### src/rtl/return_stack_pkg.sv
// Shared types and defaults for the call/return stack beside the PC.
// Address width default must track the PC's address width.
package return_stack_pkg;

    localparam int ADDR_W_DEFAULT = 8;

    typedef logic [ADDR_W_DEFAULT-1:0] addr_t;

endpackage

### src/rtl/return_stack_if.sv
// Decoder/PC-facing bundle of the return stack: call/return strobes in, jump request and status out.
// The slave modport is the stack itself; the master modport is the decoder/PC side.
interface return_stack_if
    import return_stack_pkg::*;
#(
    parameter int ADDR_W = ADDR_W_DEFAULT,
    parameter int NW     = 4
) ();

    logic              i_Push;
    logic [ADDR_W-1:0] i_Push_Dir;
    logic              i_Pop;
    logic              o_Senal_de_salto;
    logic [ADDR_W-1:0] o_Direccion_salto;
    logic [NW-1:0]     o_Nivel;
    logic              o_Lleno;
    logic              o_Vacio;
    logic              o_Error;

    modport master (
        output i_Push, i_Push_Dir, i_Pop,
        input  o_Senal_de_salto, o_Direccion_salto, o_Nivel, o_Lleno, o_Vacio, o_Error
    );

    modport slave (
        input  i_Push, i_Push_Dir, i_Pop,
        output o_Senal_de_salto, o_Direccion_salto, o_Nivel, o_Lleno, o_Vacio, o_Error
    );

endinterface

### src/rtl/return_stack_lifo_mem.sv
// Return-address storage: DEPTH x ADDR_W registers, one synchronous write port,
// one combinational read port returning the top entry (index nivel-1, zero when empty).
module lifo_mem
    import return_stack_pkg::*;
#(
    parameter int DEPTH  = 8,
    parameter int ADDR_W = ADDR_W_DEFAULT,
    parameter int NW     = $clog2(DEPTH + 1),
    parameter int IW     = $clog2(DEPTH)
) (
    input  logic              i_Timming,
    input  logic              wr_en,
    input  logic [IW-1:0]     wr_idx,
    input  logic [ADDR_W-1:0] wr_dat,
    input  logic [NW-1:0]     nivel,
    output logic [ADDR_W-1:0] top_dat
);

    logic [ADDR_W-1:0] mem [DEPTH];

    // Contents are don't-care after reset, so the array carries no reset.
    always_ff @(posedge i_Timming) begin
        if (wr_en) begin
            mem[wr_idx] <= wr_dat;
        end
    end

    always_comb begin
        top_dat = '0;
        if (nivel != '0) begin
            top_dat = mem[IW'(nivel - 1'b1)];
        end
    end

endmodule

### src/rtl/return_stack.sv
// Call/return stack feeding the PC jump inputs; pop-to-jump latency 1 cycle, no backpressure.
// Optional sticky overflow/underflow flag built only with RETURN_STACK_ERR_EN defined.
module return_stack
    import return_stack_pkg::*;
#(
    parameter int DEPTH  = 8,
    parameter int ADDR_W = ADDR_W_DEFAULT,
    parameter int NW     = $clog2(DEPTH + 1),
    parameter int IW     = $clog2(DEPTH)
) (
    input  logic          i_Timming,
    input  logic          i_Rst,
    return_stack_if.slave rs
);

    logic [NW-1:0]     nivel_q;
    logic [NW-1:0]     nivel_d;
    logic              vacio;
    logic              lleno;
    logic              pop_ok;
    logic              push_ok;
    logic [IW-1:0]     wr_idx;
    logic [ADDR_W-1:0] top_dat;
    logic              salto_q;
    logic [ADDR_W-1:0] dir_q;

    assign vacio = (nivel_q == '0);
    assign lleno = (nivel_q == NW'(DEPTH));

    // A pop frees the top slot first, so a simultaneous push is never an overflow.
    assign pop_ok  = rs.i_Pop & ~vacio;
    assign push_ok = rs.i_Push & (~lleno | pop_ok);
    assign wr_idx  = pop_ok ? IW'(nivel_q - 1'b1) : IW'(nivel_q);

    always_comb begin
        nivel_d = nivel_q;
        if (push_ok && !pop_ok) begin
            nivel_d = nivel_q + 1'b1;
        end else if (pop_ok && !push_ok) begin
            nivel_d = nivel_q - 1'b1;
        end
    end

    lifo_mem #(
        .DEPTH  (DEPTH),
        .ADDR_W (ADDR_W),
        .NW     (NW),
        .IW     (IW)
    ) u_mem (
        .i_Timming (i_Timming),
        .wr_en     (push_ok),
        .wr_idx    (wr_idx),
        .wr_dat    (rs.i_Push_Dir),
        .nivel     (nivel_q),
        .top_dat   (top_dat)
    );

    always_ff @(posedge i_Timming) begin
        if (i_Rst) begin
            nivel_q <= '0;
            salto_q <= 1'b0;
            dir_q   <= '0;
        end else begin
            nivel_q <= nivel_d;
            salto_q <= pop_ok;
            if (pop_ok) begin
                dir_q <= top_dat + 1'b1;
            end
        end
    end

`ifdef RETURN_STACK_ERR_EN
    logic err_q;

    always_ff @(posedge i_Timming) begin
        if (i_Rst) begin
            err_q <= 1'b0;
        end else if ((rs.i_Push && lleno && !pop_ok) || (rs.i_Pop && vacio)) begin
            err_q <= 1'b1;
        end
    end

    assign rs.o_Error = err_q;
`else
    assign rs.o_Error = 1'b0;
`endif

    // Reset also masks a pulse already registered, so a return caught by reset never reaches the PC.
    assign rs.o_Senal_de_salto  = salto_q & ~i_Rst;
    assign rs.o_Direccion_salto = i_Rst ? '0 : dir_q;
    assign rs.o_Nivel           = nivel_q;
    assign rs.o_Lleno           = lleno;
    assign rs.o_Vacio           = vacio;

endmodule

### src/flat_wrapper.sv
// flat-port wrapper written by rule: the top's interface ports become plain ports
module return_stack_flat import return_stack_pkg::*;
#(
    parameter int DEPTH  = 8,
    parameter int ADDR_W = ADDR_W_DEFAULT,
    parameter int NW     = $clog2(DEPTH + 1),
    parameter int IW     = $clog2(DEPTH)
)
  (i_Timming, i_Rst, rs_i_Push, rs_i_Push_Dir, rs_i_Pop, rs_o_Senal_de_salto, rs_o_Direccion_salto, rs_o_Nivel, rs_o_Lleno, rs_o_Vacio, rs_o_Error);
  return_stack_if #(.ADDR_W(ADDR_W), .NW(NW)) rs_i ();
  input  logic i_Timming;
  input  logic i_Rst;
  input wire logic [$bits(rs_i.i_Push)-1:0] rs_i_Push;
  input wire logic [$bits(rs_i.i_Push_Dir)-1:0] rs_i_Push_Dir;
  input wire logic [$bits(rs_i.i_Pop)-1:0] rs_i_Pop;
  output wire logic [$bits(rs_i.o_Senal_de_salto)-1:0] rs_o_Senal_de_salto;
  output wire logic [$bits(rs_i.o_Direccion_salto)-1:0] rs_o_Direccion_salto;
  output wire logic [$bits(rs_i.o_Nivel)-1:0] rs_o_Nivel;
  output wire logic [$bits(rs_i.o_Lleno)-1:0] rs_o_Lleno;
  output wire logic [$bits(rs_i.o_Vacio)-1:0] rs_o_Vacio;
  output wire logic [$bits(rs_i.o_Error)-1:0] rs_o_Error;
  assign rs_i.i_Push = rs_i_Push;
  assign rs_i.i_Push_Dir = rs_i_Push_Dir;
  assign rs_i.i_Pop = rs_i_Pop;
  assign rs_o_Senal_de_salto = rs_i.o_Senal_de_salto;
  assign rs_o_Direccion_salto = rs_i.o_Direccion_salto;
  assign rs_o_Nivel = rs_i.o_Nivel;
  assign rs_o_Lleno = rs_i.o_Lleno;
  assign rs_o_Vacio = rs_i.o_Vacio;
  assign rs_o_Error = rs_i.o_Error;
  return_stack #(.DEPTH(DEPTH), .ADDR_W(ADDR_W), .NW(NW), .IW(IW)) u_core (.i_Timming(i_Timming), .i_Rst(i_Rst), .rs(rs_i));
endmodule
### config.mk
export PLATFORM = sky130hd
export DESIGN_NAME = return_stack_flat
export DESIGN_NICKNAME = d
export VERILOG_FILES = /design/src/rtl/return_stack_pkg.sv /design/src/rtl/return_stack_if.sv /design/src/rtl/return_stack_lifo_mem.sv /design/src/rtl/return_stack.sv /design/src/flat_wrapper.sv
export SDC_FILE = /design/constraint.sdc
export NUM_CORES = 1
export LEC_CHECK = 0
export ABC_CLOCK_PERIOD_IN_PS = 3700
export CAP_MARGIN = 20
export CORE_ASPECT_RATIO = 1.2
export CORE_MARGIN = 2
export CORE_UTILIZATION = 35
export CTS_BUF_LIST = sky130_fd_sc_hd__clkbuf_16
export DETAILED_ROUTE_END_ITERATION = 7
export MAX_ROUTING_LAYER = met4
export REMOVE_ABC_BUFFERS = 1
export SYNTH_ARGS = -nofsm -noshare
export SYNTH_HDL_FRONTEND = slang
export SYNTH_SLANG_ARGS = --single-unit
### constraint.sdc
create_clock -name i_Timming -period 3.7 [get_ports i_Timming]
set_clock_uncertainty 0.1 [all_clocks]
set_input_delay 0.37 -clock i_Timming [delete_from_list [all_inputs] [get_ports i_Timming]]
set_output_delay 0.37 -clock i_Timming [all_outputs]
set_load 0.01 [all_outputs]
* After elaboration in Yosys (flattened, before gate mapping)
Memory sizes are Yosys's and may differ from the RTL's. Index checks and enable logic that the tools add are counted.
Operators by class: $add $sub $neg 3, multipliers 0, divide/modulo/power cells 0, magnitude comparators 0, equality and inequality tests 1, shift operators 0, muxes and demuxes 7, bitwise logic cells 7, reductions and logical operators 7
Operators by type and width (count):
- 8-bit 2-to-1 mux | 2
- 8-bit by 1-bit adder with 8-bit output (second input constant) | 1
- 4-bit 2-to-1 mux | 2
- 4-bit by 1-bit adder with 4-bit output (second input constant) | 1
- 4-bit equality test (second input constant) | 1
- 4-bit zero test | 1
- 4-bit nonzero test | 1
- 4-bit by 1-bit subtractor with 4-bit output (second input constant) | 1
- 1-bit bitwise AND | 3
- 3-bit 2-to-1 mux | 1
- 1-bit inverter | 3
- 1-bit logical AND | 2
- 1-bit zero test | 2
- 1-bit 2-to-1 mux | 2
- 2-bit nonzero test | 1
- 1-bit bitwise OR | 1
Word-level totals: register bits after elaboration 13, bits in latches 0, RAM bits 64, ROM bits 0, input bits 12, output and inout bits 16, logic and storage cells 29, memories kept 1
Memory list:
- u_core.u_mem.mem | words 8, width 8, rd ports 1, clocked after Yosys merged registers in 0, wr ports 1, RTL line return_stack_lifo_mem.sv:19 | logic [ADDR_W-1:0] mem [DEPTH];

* Depth between registers and ports, before layout
depth after elaboration 9, depth in mapped cells 13, depth with buffers taken out 10

* Hierarchy
A second synthesis with hierarchy kept.
Second synthesis, totals: cell total of the unflattened synthesis 226, area, all modules 3414.5 um^2
By module, submodules not included:
- lifo_mem | instances 1, cells each 131, area an instance 2611.3 um^2, seq. area each 1921.8 um^2
- return_stack | instances 1, cells each 95, area an instance 803.3 um^2, seq. area each 260.2 um^2

* Least setup slack after synthesis
No wires, ideal clock.
kind flip-flop to flip-flop, start point reg u_core.nivel_q[0] (netlist: u_core.rs.o_Nivel[0]), end point reg u_core.nivel_q[3] (netlist: u_core.rs.o_Nivel[3]), library setup time 0.128 ns, data arrival time 2.774 ns, data required time 3.472 ns, slack 0.698 ns, stages on the path, launching flop included 14, path buffers 3, clock period less this slack 3.002 ns, cell sequence dfxtp_1 -> buf_6 -> buf_6 -> inv_1 -> ha_1 -> buf_6 -> inv_1 -> nor3b_1 -> a21boi_0 -> ha_1 -> or4_1 -> a21oi_1 -> xnor2_1 -> nor2_1
Between the ends: elaborated cells on any way between the ends 16, classes of those cells add/sub: 2; eq/ne: 1; mux: 2; bitwise: 5; reduce/logical: 6
RTL lines:
- start: declaration | RTL line return_stack.sv:16 | logic [NW-1:0] nivel_q;
- start signal: assignment | RTL line return_stack.sv:64 | nivel_q <= nivel_d;
- 4-bit equality test (*) | RTL line return_stack.sv:28 | assign lleno = (nivel_q == NW'(DEPTH));
- named net rs_o_Lleno | RTL line flat_wrapper.sv:19 | output wire logic [$bits(rs_i.o_Lleno)-1:0] rs_o_Lleno;
- 1-bit inverter (*) | RTL line return_stack.sv:32 | assign push_ok = rs.i_Push & (~lleno | pop_ok);
- 1-bit bitwise OR (*) | RTL line return_stack.sv:32
- 1-bit bitwise AND (*) | RTL line return_stack.sv:32
- 1-bit zero test | RTL line return_stack.sv:39 | end else if (pop_ok && !push_ok) begin
- 1-bit logical AND | RTL line return_stack.sv:39
- 2-bit nonzero test (no source line)
Mark *: on every way through the listed nets, which the timed path passes. The rest lies on a longest branch. The select of a mux whose other input is x is not followed. A chain may end at the register's enable or synchronous reset.

* Final worst setup path
start point reg u_core.nivel_q[1] (netlist: u_core.rs.o_Nivel[1]), end point out rs_o_Vacio
Between the ends: cells in the longest elaborated chain, start to end 1
Ends and longest elaborated chain:
- 4-bit zero test | RTL line return_stack.sv:27 | assign vacio = (nivel_q == '0);
- end: declaration | RTL line flat_wrapper.sv:20 | output wire logic [$bits(rs_i.o_Vacio)-1:0] rs_o_Vacio;
Every way passes these cells.

==> results.txt <==
Yosys warnings -> 0
Drt via density -> 5.09
WP data required -> 3.23 ns
Die height -> 112 um
WL met1 -> 3.07 mm
Worst setup EP type -> output pin
WL met2 -> 3.24 mm
Vias in the first global route -> 1892
Total global-route track usage -> 0.138
Avg WL per Cell -> 17.2 um
Post-synthesis sequential area ratio -> 0.641
Fillers -> 850
Initial Util -> 0.358
Area grow syn2layout -> 22.0%
Run status -> finished, final reports clean
Mapped Cells -> 219
Post-cts hold buffer count -> 0
Die area -> 10500 sq um
I/O Buffers -> 26
Die Wd -> 94.0 um
Share of the synthesized area in the top cell type -> 0.565
Critical path class -> reg2out
Drt total wl -> 6.62 mm
TNS Setup -> 0 ns
CTS buffer count -> 9
Max Slew Vio Count -> 0
PostCTS Resize Cnt -> 0
Post-synthesis register bit count -> 77
Synth Flop Type -> edfxtp_1
Worst skew pair latency -> 0.33 ns
Grt total ovfl -> 0
Layout cell share with drive strength beyond 1 -> 0.123
Starting DRT DRC Count -> 59
VDD IR max -> 0.000314 V
PwrDens -> 924 nW/um^2
Reg2reg end -> u_core.rs.o_Nivel[3]$_SDFFE_PP0P_
Clk buf depth -> 2
Root buffer cell -> clkbuf_16
First-pass GRT wire length -> 10.4 mm
Max Fanout on Critical Path -> 10
Top layer in use -> met4
Capture point of the worst path -> rs_o_Vacio
# diodes -> 0
Cell Area, Synth -> 3400 sq um
H-Tree Depth -> 3
Row count -> 39
Ys async rst share -> 0
Initial antenna violation count -> 0
Crit path from -> u_core.rs.o_Nivel[1]$_SDFFE_PP0P_
Tcrit/Tclk final -> 0.827
DRC viols -> 0
Hold Crit Class -> reg2reg
Final setup violating endpoints -> 0
DP Wirelength -> 4.33 mm
RSZ-0062 raised after global routing -> no
Hold path cells -> 2
Ranking of synthesized cells by area -> edfxtp_1, mux4_1, dfxtp_1
FF-to-FF Start -> u_core.rs.o_Nivel[1]$_SDFFE_PP0P_
Routed via count -> 1953
Hold Vio Cnt, Final -> 0
Worst hold margin -> 0.362 ns
Unique cell type count in the Yosys netlist -> 43
Fin crit period -> 3.06 ns
Signal arrival time at the worst endpoint -> 2.59 ns
Max-slew headroom -> 0.513
Core area -> 9520 sq um
Post-Syn Area per Cell -> 15.5 sq um
RD Place Congestion -> 0.802
Largest net degree at the start of global routing -> 22
MaxCap Viol Count -> 0
Worst-path clk slew -> 0.06 ns
Num Clock Sinks -> 77
Nets -> 272
Post-CTS Repair Setup Buffers -> 0
Reg2Reg Depth -> 10
CP startpoint kind -> flop
ANT nets after route -> 0
Yosys top cell by area -> edfxtp_1
Ports -> 28
CTS tree -> built
R2r setup slk -> 0.72 ns
Met3 wire length -> 171 um
Leakage -> 1.44 nW
EDFF count, synth -> 64
Least-Margin Pin Slew -> 0.725 ns
Drt pass-1 iters -> 4
Fmax -> 0.327 GHz
area by class of cell:
cell class	instances	area [sq um]	share of cell area
inverter	6	22.5	0.00542
clock inverter	7	103	0.0247
timing repair buffer	36	335	0.0807
sequential	77	2180	0.525
multi-input combinational	126	1130	0.272
tap	123	154	0.0371
clock buffer	9	225	0.0542
kinds of logic after synthesis:
group,synth area share
buffers and inverters,0.0265
AND/OR/NAND/NOR,0.0941
multiplexers,0.129
XOR/XNOR,0.0202
adder cells (fa/ha/maj),0.0147
flip-flops,0.641
AO/OA/AOI/OAI,0.0728
other,0.00110
layout by cell type (no fill, tap or decap), types with 8 or more instances in the layout:
cell type	instances
nor2b_1	11
dfxtp_1	13
nand3_1	8
mux4_1	16
nor2_1	15
buf_4	10
clkbuf_16	9
clkdlybuf4s50_1	26
edfxtp_1	64
nand2_1	15
power by group:
part | total, W | switching [W] | internal, W
Clock | 0.000955 | 0.000357 | 0.000599
Sequential | 0.00120 | 0.0000639 | 0.00113
Combinational | 0.00168 | 0.000952 | 0.000733
how the worst min path moves through the flow:
stage	from	to	slack, ns
2_1_floorplan	u_core.dir_q[1]$_SDFFE_PP0N_	u_core.dir_q[1]$_SDFFE_PP0N_	0.33
3_3_place_gp	u_core.dir_q[1]$_SDFFE_PP0N_	u_core.dir_q[1]$_SDFFE_PP0N_	0.35
3_5_place_dp	u_core.dir_q[1]$_SDFFE_PP0N_	u_core.dir_q[1]$_SDFFE_PP0N_	0.36
4_1_cts	u_core.dir_q[1]$_SDFFE_PP0N_	u_core.dir_q[1]$_SDFFE_PP0N_	0.37
5_1_grt	u_core.dir_q[1]$_SDFFE_PP0N_	u_core.dir_q[1]$_SDFFE_PP0N_	0.39
6_report	u_core.dir_q[1]$_SDFFE_PP0N_	u_core.dir_q[1]$_SDFFE_PP0N_	0.36
synthesized netlist by cell type (all sizes together) (2+ instances only):
cell type and count:
edfxtp 64, nand2 17, mux4 16, nor2 15, dfxtp 13, nor2b 11
nand3 8, a21oi 7, buf 7, inv 6, nand4 6, a32o 4
ha 4, xnor2 4, a22o 3, a31o 3, clkbuf 3, o22ai 3
xor2 3, a32oi 2, mux2i 2, nand2b 2, o21ai 2
metrics by stage:
step	area (sq um)	util	instances	total power, W	setup WS [ns]
detailed placement	3820	0.402	368	0.00290	0.739
floorplan	3340	-	209	0.00237	0.535
finish	4150	0.436	384	0.00384	0.640
CTS	4150	0.436	384	0.00387	0.616
global placement	3820	0.402	368	0.00288	0.843
global route	4150	0.436	384	0.00407	0.526
metal layers:
layer,vias up,track usage
li1,946,-
met1,960,0.181
met2,39,0.215
met3,8,0.0154
met4,0,0.0657
met5,-,-
worst max-delay path: stages, from the launching register on:
cell and delay, ns:
dfxtp_1 0.38, inv_1 0.12, ha_1 0.39, or3b_1 0.58
inv_1 0.20, clkdlybuf4s50_1 0.59
flip-flops by register name, indices dropped and copies added (netlist names):
register / count
u_core.u_mem.mem: 64
u_core.dir_q: 8
u_core.rs.o_Nivel: 4
u_core.salto_q: 1
Note: power is estimated with default switching activity, not from simulation.
